File: config.mk
export PLATFORM = sky130hd
export DESIGN_NAME = ga_fitness_dispatcher
export DESIGN_NICKNAME = d
export VERILOG_FILES = /design/src/rtl/ga_fitness_dispatcher.sv
export SDC_FILE = /design/constraint.sdc
export NUM_CORES = 1
export LEC_CHECK = 0
export BUFFER_PORTS_ARGS = -buffer_cell sky130_fd_sc_hd__buf_2
export CORE_UTILIZATION = 50
export CTS_CLUSTER_DIAMETER = 30
export DETAILED_ROUTE_END_ITERATION = 7
export PLACE_DENSITY_LB_ADDON = 0.08
export SLEW_MARGIN = 5
export SYNTH_ARGS = -nofsm -noshare
export SYNTH_HDL_FRONTEND = slang
export SYNTH_HIERARCHICAL = 1
export SYNTH_SLANG_ARGS = --single-unit
File: constraint.sdc
create_clock -name clk -period 9.95 [get_ports clk]
set_input_delay 0.4975 -clock clk [delete_from_list [all_inputs] [get_ports clk]]
set_output_delay 0.4975 -clock clk [all_outputs]
set_load 0.1 [all_outputs]
File: src/rtl/ga_fitness_dispatcher.sv
// Multi-channel fitness dispatcher: hands tagged individuals to idle evaluators,
// returns tagged errors round-robin and keeps the lowest-error individual seen.

module ga_fitness_channel #(
    parameter int ErrorWidth             = 32,
    parameter int IndividualWidth        = 32,
    parameter int PopulationAddressWidth = 5
) (
    input  logic                              clk,
    input  logic                              rst,
    input  logic                              claim_i,
    input  logic [IndividualWidth-1:0]        ind_i,
    input  logic [PopulationAddressWidth-1:0] addr_i,
    input  logic                              finish_i,
    input  logic [ErrorWidth-1:0]             error_i,
    input  logic                              grant_i,
    output logic                              start_o,
    output logic                              idle_o,
    output logic                              done_o,
    output logic [IndividualWidth-1:0]        ind_o,
    output logic [PopulationAddressWidth-1:0] addr_o,
    output logic [ErrorWidth-1:0]             err_o
);
    typedef enum logic [1:0] {IDLE, START, WAIT, DONE} st_e;

    st_e                              st_q;
    logic [IndividualWidth-1:0]        ind_q;
    logic [PopulationAddressWidth-1:0] addr_q;
    logic [ErrorWidth-1:0]             err_q;

    // Channel lifecycle; the individual is zeroed whenever the channel is idle.
    always_ff @(posedge clk) begin
        if (!rst) begin
            st_q   <= IDLE;
            ind_q  <= '0;
            addr_q <= '0;
            err_q  <= '0;
        end else begin
            case (st_q)
                IDLE: if (claim_i) begin
                    st_q   <= START;
                    ind_q  <= ind_i;
                    addr_q <= addr_i;
                end
                START: st_q <= WAIT;
                WAIT: if (finish_i) begin
                    st_q  <= DONE;
                    err_q <= error_i;
                end
                DONE: if (grant_i) begin
                    st_q  <= IDLE;
                    ind_q <= '0;
                end
                default: st_q <= IDLE;
            endcase
        end
    end

    assign start_o = (st_q == START);
    assign idle_o  = (st_q == IDLE);
    assign done_o  = (st_q == DONE);
    assign ind_o   = ind_q;
    assign addr_o  = addr_q;
    assign err_o   = err_q;
endmodule

module ga_fitness_dispatcher #(
    parameter int ErrorWidth             = 32,
    parameter int IndividualWidth        = 32,
    parameter int PopulationAddressWidth = 5,
    parameter int Channels               = 4
) (
    input  logic                                clk,
    input  logic                                rst,
    input  logic                                reqValid,
    output logic                                reqReady,
    input  logic [IndividualWidth-1:0]          reqIndividual,
    input  logic [PopulationAddressWidth-1:0]   reqAddress,
    output logic [Channels-1:0]                 fitnessStart,
    output logic [Channels*IndividualWidth-1:0] fitnessIndividual,
    input  logic [Channels-1:0]                 fitnessFinish,
    input  logic [Channels*ErrorWidth-1:0]      fitnessError,
    output logic                                resValid,
    output logic [PopulationAddressWidth-1:0]   resAddress,
    output logic [ErrorWidth-1:0]               resError,
    input  logic                                bestClear,
    output logic                                bestValid,
    output logic [ErrorWidth-1:0]               bestError,
    output logic [IndividualWidth-1:0]          bestIndividual,
    output logic [PopulationAddressWidth-1:0]   bestAddress,
    output logic                                busy
);
    localparam int PtrW = (Channels > 1) ? $clog2(Channels) : 1;

    logic [Channels-1:0]                             idle, done, claim, grant;
    logic [Channels-1:0][PopulationAddressWidth-1:0] ch_addr;
    logic [Channels-1:0][ErrorWidth-1:0]             ch_err;
    logic [Channels-1:0][IndividualWidth-1:0]        ch_ind;

    logic [PtrW-1:0] ptr_q, ptr_d, win_idx;
    logic [PtrW:0]   idx;
    logic            win_any, cand_v, claimed;

    logic                              resValid_q, bestValid_q;
    logic [PopulationAddressWidth-1:0] resAddress_q, bestAddress_q;
    logic [ErrorWidth-1:0]             resError_q, bestError_q;
    logic [IndividualWidth-1:0]        bestIndividual_q;

    for (genvar c = 0; c < Channels; c++) begin : g_ch
        ga_fitness_channel #(
            .ErrorWidth(ErrorWidth), .IndividualWidth(IndividualWidth),
            .PopulationAddressWidth(PopulationAddressWidth)
        ) u_ch (
            .clk(clk), .rst(rst), .claim_i(claim[c]), .ind_i(reqIndividual),
            .addr_i(reqAddress), .finish_i(fitnessFinish[c]),
            .error_i(fitnessError[c*ErrorWidth +: ErrorWidth]), .grant_i(grant[c]),
            .start_o(fitnessStart[c]), .idle_o(idle[c]), .done_o(done[c]),
            .ind_o(ch_ind[c]), .addr_o(ch_addr[c]), .err_o(ch_err[c])
        );
        assign fitnessIndividual[c*IndividualWidth +: IndividualWidth] = ch_ind[c];
    end

    assign reqReady = rst & (|idle);
    assign busy     = ~(&idle);

    // Accepted request goes to the lowest-index idle channel.
    always_comb begin
        claim   = '0;
        claimed = 1'b0;
        for (int i = 0; i < Channels; i++) begin
            if (!claimed && idle[i]) begin
                claim[i] = reqValid & rst;
                claimed  = 1'b1;
            end
        end
    end

    // Round-robin pick among DONE channels starting at the pointer.
    always_comb begin
        grant   = '0;
        win_any = 1'b0;
        win_idx = '0;
        idx     = '0;
        for (int k = 0; k < Channels; k++) begin
            idx = {1'b0, ptr_q} + (PtrW+1)'(k);
            if (idx >= (PtrW+1)'(Channels)) idx = idx - (PtrW+1)'(Channels);
            if (!win_any && done[idx[PtrW-1:0]]) begin
                win_any = 1'b1;
                win_idx = idx[PtrW-1:0];
            end
        end
        if (win_any) grant[win_idx] = 1'b1;
        ptr_d  = (32'(win_idx) == Channels - 1) ? '0 : win_idx + 1'b1;
        cand_v = bestClear ? 1'b0 : bestValid_q;
    end

    // Result register, arbiter pointer and best record; a clear acts before a same-edge result.
    always_ff @(posedge clk) begin
        if (!rst) begin
            ptr_q            <= '0;
            resValid_q       <= 1'b0;
            resAddress_q     <= '0;
            resError_q       <= '0;
            bestValid_q      <= 1'b0;
            bestError_q      <= '0;
            bestIndividual_q <= '0;
            bestAddress_q    <= '0;
        end else begin
            resValid_q <= win_any;
            if (win_any) begin
                ptr_q        <= ptr_d;
                resAddress_q <= ch_addr[win_idx];
                resError_q   <= ch_err[win_idx];
            end
            if (bestClear) begin
                bestValid_q      <= 1'b0;
                bestError_q      <= '0;
                bestIndividual_q <= '0;
                bestAddress_q    <= '0;
            end
            if (win_any && (!cand_v || ch_err[win_idx] < bestError_q)) begin
                bestValid_q      <= 1'b1;
                bestError_q      <= ch_err[win_idx];
                bestIndividual_q <= ch_ind[win_idx];
                bestAddress_q    <= ch_addr[win_idx];
            end
        end
    end

    assign resValid       = resValid_q;
    assign resAddress     = resAddress_q;
    assign resError       = resError_q;
    assign bestValid      = bestValid_q;
    assign bestError      = bestError_q;
    assign bestIndividual = bestIndividual_q;
    assign bestAddress    = bestAddress_q;
endmodule

# Word-level counts from Yosys, hierarchy flattened
# Index checks and enable logic that the tools add are counted.
# word_totals
input_bits	173
register_bits	394
out_inout_bits	242
# classes
addsub	8
mux	72
n_bitwise	3
reduce_logical	43
order_cmp	11
n_eq_ne	25
# ops
cell	count
$mux W32	13
$pmux W32 S2	4
$bmux W32 S2	2
$mux W2	21
$lt A32 B32 Y1	1
$pmux W2 S4	4
$reduce_and A3 Y1	8
$eq A2 B2 Y1 const B	9
$mux W1	18
$ne A2 B2 Y1 const B	8
$reduce_and A2 Y1	8
$lt A2 B3 Y1 const B	5
$mux W5	3
$bmux W5 S2	1
$reduce_bool A2 Y1	5
$ge A3 B3 Y1 const B	3
$bmux W1 S2	4
$eq A2 B1 Y1 const B	4
$logic_and A1 B1 Y1	8
$logic_not A2 Y1	4
$ne A2 B1 Y1 const B	4
$sub A2 B1 Y2 const B	4
$logic_not A1 Y1	7
$add A2 B2 Y3 const B	2
other kinds (11)	12

# Longest topological paths before layout
# Gate-level depths: netlist of the first run.
# depth
ltp_word	21
ltp_mapped	20
depth_no_buf	15

# Hierarchy
# The synthesis of the first run kept the hierarchy.
# by_module_without_submodules
module	seq_area_each_um2	area_per_inst_um2	n_inst	cells_per_inst
ga_fitness_channel	1421.4	2987.9	4	323
ga_fitness_dispatcher	2202.1	7395.8	1	985

# Worst setup path after synthesis of the first run
# No wires, ideal clock.
# synth_path
path_kind	register -> register
start	register g_ch[2].u_ch.st_q[0]
end	register bestAddress_q[2] (netlist: bestAddress[2])
setup_ns	0.123
arrival_ns	3.944
path_stages_with_launch	19
synth_period_minus_slack_ns	4.066
n_path_buf	5
path_slack_ns	5.884
cell_sequence	dfxtp_1 -> ha_1 -> nor2b_1 -> a211o_1 -> and2_1 -> buf_6 -> clkbuf_1 -> mux2i_1 -> ha_1 -> a211oi_1 -> o211ai_1 -> o2111ai_1 -> o2111ai_1 -> a2111oi_0 -> a21oi_1 -> buf_2 -> buf_6 -> buf_6 -> mux2i_1
# synth_via
elab_chain_len	19
# synth_lines
item	line_no	text
start: declaration	26	st_e st_q;
start signal: assignment	34	st_q <= IDLE;
start signal: assignment	41	st_q <= START;
start signal: assignment	45	START: st_q <= WAIT;
$eq A2 B2 Y1 (*)	61	assign done_o = (st_q == DONE);
named net done[2]	95	logic [Channels-1:0] idle, done, claim, grant;
$bmux W1 S2	147	if (!win_any && done[idx[PtrW-1:0]]) begin
$mux W1 (implied by the code)	147	
$mux W1	147	
$logic_not A1 Y1	147	
$logic_and A1 B1 Y1	147	
$mux W1	147	
[... 4 more ...]	--	
$logic_and A1 B1 Y1	147	
$mux W2	147	
$bmux W32 S2	181	if (win_any && (!cand_v || ch_err[win_idx] < bestError_q)) begin
$mux W32 (implied by the code)	181	
$lt A32 B32 Y1	181	
$logic_or A1 B1 Y1	181	
$logic_and A1 B1 Y1	181	
$mux W5 or $reduce_bool A2 Y1 (tied branches)	--	
end signal: assignment	185	bestAddress_q <= ch_addr[win_idx];
end: declaration	105	logic [PopulationAddressWidth-1:0] resAddress_q, bestAddress_q;
# Mark *: on every way through the listed nets, which the timed path passes. The rest lies on a longest branch. The select of a mux whose other input is x is not followed.
# A chain may end at the register's enable or synchronous reset.

# Worst setup path in the final report of the first run
# layout_path
start	register g_ch[1].u_ch.st_q[1]
end	register bestIndividual_q[14] (netlist: bestIndividual[14])
# layout_via
elab_chain_len	19
# layout_lines
item	line_no	text
start: declaration	26	
start signal: assignment	34	
start signal: assignment	41	
start signal: assignment	45	
$eq A2 B2 Y1 (*)	61	
named net done[1]	95	
$bmux W1 S2	147	
$mux W1 (implied by the code)	147	
$mux W1	147	
$logic_not A1 Y1	147	
$logic_and A1 B1 Y1	147	
$mux W1	147	
[... 4 more ...]	--	
$logic_and A1 B1 Y1	147	
$mux W2	147	
$bmux W32 S2	181	
$mux W32 (implied by the code)	181	
$lt A32 B32 Y1	181	
$logic_or A1 B1 Y1	181	
$logic_and A1 B1 Y1	181	
$mux W32 or $reduce_bool A2 Y1 (tied branches)	--	
end signal: assignment	184	bestIndividual_q <= ch_ind[win_idx];
end: declaration	107	logic [IndividualWidth-1:0] bestIndividual_q;
# Marks and branches as above.

==> results of run 1 <==
==> through the flow <==
step	hold WS (ns)	instances	total power [uW]
final	0.146	3235	7270
after global routing	0.138	3234	7520
after CTS	0.122	3234	7310
after detailed placement	0.454	3058	4090
after global placement	0.443	3058	4060
after floorplan	0.443	2277	3740
==> area by class of cell <==
cell class | count | area, um^2 | share of cell area, %
diodes | 1 | 2.50 | 0.0101
clock buffers | 125 | 2610 | 10.6
clock inverters | 51 | 747 | 3.02
inverters | 44 | 166 | 0.674
multi-input cells | 1666 | 10400 | 41.9
flip-flops and latches | 394 | 7890 | 31.9
well taps | 511 | 639 | 2.59
repair buffers | 443 | 2300 | 9.31
==> synthesized netlist by cell type (2+ instances only) <==
cell / number
nor3_4: 4
mux2_2: 2
buf_6: 15
o21a_1: 7
mux2i_1: 295
nor2_1: 10
buf_2: 50
nor2b_1: 16
o2111ai_1: 3
buf_1: 6
nor3_1: 8
buf_8: 12
o31a_1: 4
nand3_1: 126
nand4_1: 6
o211ai_1: 11
a21boi_0: 186
dfxtp_1: 394
nor2b_4: 4
ha_1: 51
nand3b_1: 128
inv_1: 42
a21oi_1: 7
and2_1: 6
a211oi_1: 4
buf_4: 4
o21ai_0: 7
nand2_1: 757
and2b_4: 4
clkbuf_1: 86
nor4_1: 5
==> sequential cells by signal (all words and copies together), names as in the netlist, 8 cells and up <==
signal / cells
g_ch.u_ch/ind_o: 128
resError: 32
g_ch.u_ch/addr_o: 20
bestIndividual: 32
g_ch.u_ch/st_q: 8
g_ch.u_ch/err_o: 128
bestError: 32
==> per-layer routing <==
metal  vias to the layer above  global-route usage (%)  share of wire, %
met4                         4                    11.2               2.6
met3                       112                    8.63               8.3
met2                       623                    51.4                47
li1                       8392                       -                 -
met1                      8286                    37.7                42
met5                         -                       0             0.026
==> kinds of logic (layout without fill, tap and decap cells) <==
group	Yosys count	after routing	share of synthesized area, %
AO/OA/AOI/OAI	238	238	9.18
adder cells (fa/ha/maj)	51	51	3.30
buffers and inverters	217	663	5.89
flip-flops	394	394	40.8
multiplexers	298	298	15.5
other	0	1	0
AND/OR/NAND/NOR	1079	1079	25.4
==> worst min-delay path, delay by kind of cell <==
family,cells,cell delay (ns)
and+or+nand+nor,1,0.04
buffers and inverters,1,0.09
AOI/OAI and AO/OA,1,0.06
==> power breakdown <==
part	internal [uW]	switching, uW
clock network	2240	955
registers	1750	133
logic	500	1690
total	4500	2770
==> path summary, 6_finish.rpt <==
check	cells past startpoint	to	slack, ns
min	3	g_ch[3].u_ch/err_o[4]$_SDFFE_PN0P_	0.15
max	15	bestIndividual[14]$_SDFFE_PN0P_	3.93
max reg2reg	15	bestIndividual[14]$_SDFFE_PN0P_	3.93
min reg2reg	2	bestIndividual[17]$_SDFFE_PN0P_	0.46
==> out/metrics.csv, run 1 <==
metric,value,unit
detailed placement HPWL,40.1,mm
All-Layer GR Usage,30.8,%
Fill cells,3314,
"EDFF count, synth",0,
element type at the critical path end,flop,
Critical Path Source,g_ch[1].u_ch/st_q[1]$_SDFFE_PN0P_,
most frequent cells in the layout,"nand2_1, buf_2, dfxtp_1",
Syn Inst Count,2277,
Buf/Inv on CP,3,
row cnt,71,
Relative slew margins,23.4,%
CP Launch Type,flop,
PwrDens,294,nW/um^2
Initial Utilization,51.1,%
via count,17400,
initial antenna violation count,3,
RR Startpoint,g_ch[1].u_ch/st_q[1]$_SDFFE_PN0P_,
crit path max fanout,80,
"Hold Violations, Final",0,
CP max-delay cell,buf_4,
Worst EP arrival,6.47,ns
Final min period,6.02,ns
"commonest non-fill, non-tap cell in the layout",nand2_1,
drt pass-1 iters,5,
Synth area leader,dfxtp_1,
"Seq/Total Area, Yosys",40.8,%
total CTS buffers,93,
global-route wire length before repair,94.3,mm
Clock Tree Buf Depth,3,
Worst path top cell family by delay,buffers and inverters,
Placed Area,21300,um^2
class of the worst hold path,primary input to flop,
synth top area cells,"dfxtp_1, mux2i_1, nand2_1, a21boi_0, nand3b_1",
max incr delay on CP,0.96,ns
setup TNS,0,ns
largest net degree at the start of global routing,123,
Post-Route WL,62.1,mm
RSZ-0062 raised after global routing,false,
Sink Count,394,
GRT overflow,0,
Static Leak,0.0102,uW
Max Clk Rate,166,MHz
P&R area growth vs syn,27.7,%
nets,2866,
crit path cell chain,ha_1 -> buf_4 -> nor2_1 -> nor4_1 -> or2_4 -> buf_4 -> mux2i_1 -> mux2i_1 -> ha_1 -> a21oi_1 -> o21ai_0 -> a2111oi_0 -> a21oi_4 -> buf_4 -> mux2i_1,
ys async rst share,0,%
Hold Buf Count CTS,0,
Synth Flop Type,dfxtp_1,
Final setup viols,0,
share of layout cells above drive strength 1,23.0,%
Final period util,60.5,%
IO Pins,415,
worst hold start,fitnessError[100],
post-synth cell types,48,
Post-route DRC,0,
top cell type's share of synthesized area,40.8,%
worst-case clock skew,0.0158,ns
synthesized area,19300,um^2
Root Driver,clkbuf_16,
max_cap viols,0,
post-CTS resize count,0,
Max Slew Vio Count,0,
vias in the first global route,17000,
postcts setup bufs,0,
Routed Antenna Nets,0,
Clock Latency Late Sink,0.61,ns
synthesis warning total,6,
IO Port Bufs,414,
pre-CTS setup slack,4.01,ns
clk slew on worst S/H paths,0.04,ns
worst endpoint required time,10.40,ns
detail-routed via count per cell,5.38,
width of the die,199,um
post-synth net total,2501,
worst-margin pin slew,1.15,ns
peak supply drop,0.000277,V
Avg WL per Cell,19.2,um
final instance area,24700,um^2
DIE AREA,39500,um^2
core area,37800,um^2
Syn Area/Cell,8.50,um^2
CTS tree,yes,
status,completed,
H-tree levels,3,
RePlAce Congestion,0.879,
initial DRC count,972,
WS Path Type,flop to flop,
Seq cells post-synth,394,
Final Worst Setup Slack,3.93,ns
utilization after layout,65.3,%
die height,199,um
Note: power is estimated with default switching activity, not from simulation.
==> run 2, diff against run 1 <==
- clock period: 9.95 -> 5.9 ns (I/O delays scaled with it)
==> run 2 against run 1 <==
Net effect: sequential share of layout area fell by 2.3 points; power rose by 76%; sequential power rose by 68%; cell area rose by 7.8%; largest power group unchanged; worst hold slack got worse by 0.12 ns.
==> out/metrics.csv, run 2 (synthesis gave the netlist of run 1 again) <==
metric,value,unit,change
RR Startpoint,g_ch[3].u_ch/st_q[0]$_SDFFE_PN0P_,,
GRT overflow,0,,unchanged
Reg2Reg Depth,16,,+1
DIE AREA,39500,um^2,unchanged
H-tree levels,3,,unchanged
Post-Route WL,66.2,mm,+6.5%
cell mode on critical path,mux2i_1,,
Worst Hold Path EP,g_ch[1].u_ch/ind_o[11]$_SDFFE_PN0P_,,
worst hold start,reqIndividual[11],,
All-Layer GR Usage,32.8,%,+2.0 points
Max Slew Vio Count,0,,unchanged
Post-route DRC,0,,unchanged
Sink Count,394,,unchanged
Placed Area,21400,um^2,+0.16%
Overall Power,12800,uW,+76%
IO Pins,415,,unchanged
Worst path top cell family by delay,compound AO/OA/AOI/OAI gates,,
max incr delay on CP,0.81,ns,-0.15 ns
initial antenna violation count,2,,-1
worst-margin pin slew,1.10,ns,-0.0477 ns
worst r2r dst,bestAddress[2]$_SDFFE_PN0P_,,
WHS,0.0261,ns,-0.120 ns
width of the die,199,um,unchanged
status,completed,,
hold path cells,3,,unchanged
Routed Antenna Nets,0,,unchanged
detailed placement HPWL,39.7,mm,-0.84%
RSZ-0062 raised after global routing,false,,
Relative slew margins,26.6,%,+3.2 points
CP max-delay cell,a2111oi_0,,
RePlAce Congestion,0.840,,-4.4%
Final period util,89.4,%,+29 points
crit path max fanout,36,,-55%
Static Leak,0.0110,uW,+7.6%
Final setup viols,0,,unchanged
Root Driver,clkbuf_16,,
post-CTS resize count,0,,unchanged
r2r setup slk,0.63,ns,-3.31 ns
Crit. path cell count,16,,+1
final instance area,26600,um^2,+7.8%
element type at the critical path end,flop,,
total CTS buffers,99,,+6.5%
crit path cell chain,ha_1 -> buf_4 -> nor2_1 -> nor4_1 -> or2_4 -> mux2i_1 -> mux2i_1 -> ha_1 -> a211oi_1 -> o211ai_1 -> o2111ai_1 -> o2111ai_1 -> a2111oi_0 -> a21oi_4 -> buf_4 -> mux2i_1,,
class of the worst hold path,primary input to flop,,
PwrDens,481,nW/um^2,+63%
"commonest non-fill, non-tap cell in the layout",nand2_1,,
clk slew on worst S/H paths,0.05,ns,about the same
share of layout cells above drive strength 1,22.4,%,-0.67 points
nets,3037,,+6.0%
global-route wire length before repair,101,mm,+7.0%
Buf/Inv on CP,2,,-1
peak supply drop,0.000520,V,+88%
Clock Tree Buf Depth,3,,unchanged
worst-case clock skew,0.0194,ns,+0.00356 ns
detail-routed via count per cell,5.44,,+0.95%
"Hold Violations, Final",0,,unchanged
via count,18500,,+6.4%
Final min period,5.27,ns,-0.745 ns
row cnt,71,,unchanged
Worst EP arrival,5.74,ns,-0.73 ns
core area,37800,um^2,unchanged
die height,199,um,unchanged
IO Port Bufs,414,,unchanged
Initial Utilization,51.1,%,unchanged
largest net degree at the start of global routing,235,,+91%
postcts setup bufs,0,,unchanged
drt pass-1 iters,5,,unchanged
P&R area growth vs syn,37.6,%,
Clock Latency Late Sink,0.62,ns,about the same
WS Path Type,flop to flop,,
most frequent cells in the layout,"nand2_1, buf_2, dfxtp_1",,
vias in the first global route,18500,,+8.9%
setup TNS,0,ns,unchanged
Avg WL per Cell,19.4,um,+1.0%
max_cap viols,0,,unchanged
CP Launch Type,flop,,
Final Worst Setup Slack,0.625,ns,-3.31 ns
pre-CTS setup slack,0.676,ns,-3.34 ns
worst endpoint required time,6.37,ns,-4.03 ns
Max Clk Rate,190,MHz,+14%
initial DRC count,1151,,+18%
CTS tree,yes,,
[run 2: cell types whose count changed in the layout (fill, tap and decap cells not counted), moves of 6 or more]
cell / previous run / this run
clkbuf_1: 16 / 8
clkbuf_16: 93 / 99
clkbuf_8: 16 / 6
clkinv_2: 21 / 15
clkinv_4: 1 / 11
clkinvlp_4: 7 / 21
dlygate4sd3_1: 0 / 162
[run 2: repair_timing]
action,in CTS,in global routing
endpoints found under the hold margin,252,0
endpoints found under the setup margin,0,0
hold buffers,162,0
[run 2: how the worst max path moves through the flow]
stage / startpoint / endpoint / slack [ns]
floorplan: g_ch[2].u_ch/st_q[0]$_SDFFE_PN0P_ / bestAddress[2]$_SDFFE_PN0P_ / 1.83
finish: g_ch[3].u_ch/st_q[0]$_SDFFE_PN0P_ / bestAddress[2]$_SDFFE_PN0P_ / 0.63
global placement: g_ch[3].u_ch/st_q[0]$_SDFFE_PN0P_ / bestAddress[3]$_SDFFE_PN0P_ / 0.87
detailed placement: g_ch[3].u_ch/st_q[0]$_SDFFE_PN0P_ / bestIndividual[4]$_SDFFE_PN0P_ / 0.68
global route: g_ch[3].u_ch/st_q[0]$_SDFFE_PN0P_ / bestIndividual[13]$_SDFFE_PN0P_ / 0.28
CTS: g_ch[3].u_ch/st_q[0]$_SDFFE_PN0P_ / bestIndividual[14]$_SDFFE_PN0P_ / 0.65
[run 2: layout make-up]
cell class	count	area (um^2)
Antenna cell	2	5.00
Multi-Input combinational cell	1666	10400
Timing Repair Buffer	608	3960
Clock buffer	113	2590
Fill cell	3017	11200
Tap cell	511	639
Inverter	44	166
Sequential cell	394	7890
Clock inverter	73	1030
[run 2: power breakdown]
part           total [uW]  internal (uW)  leakage (uW)  switching [uW]
combinational        3800            914       0.00607            2880
clock                5830           4080       0.00171            1760
sequential           3180           2960       0.00318             228
[run 2: worst reg2reg max path, cell delays in order (launching register included)]
cell and delay, ns:
dfxtp_1 0.38, ha_1 0.19, buf_4 0.29, nor2_1 0.16, nor4_1 0.25, or2_4 0.58, mux2i_1 0.22, mux2i_1 0.32
ha_1 0.32, a211oi_1 0.29, o211ai_1 0.13, o2111ai_1 0.23, o2111ai_1 0.26, a2111oi_0 0.81, a21oi_4 0.09, buf_4 0.37
mux2i_1 0.24
[run 2: through the flow]
stage,util (%),instances
2_1_floorplan,-,2277
3_3_place_gp,56.5,3061
3_5_place_dp,56.5,3061
4_1_cts,70.3,3409
5_1_grt,70.4,3411
6_report,70.4,3411
[run 2: metal layers]
metal | wire [um] | GRT usage (%) | up-vias | share of wire (%)
li1 | - | - | 8752 | -
met1 | 26600 | 39.0 | 8824 | 40
met2 | 31800 | 55.5 | 793 | 48
met3 | 5560 | 8.41 | 170 | 8.4
met4 | 2250 | 14.8 | 0 | 3.4
met5 | 0 | 0 | - | 0
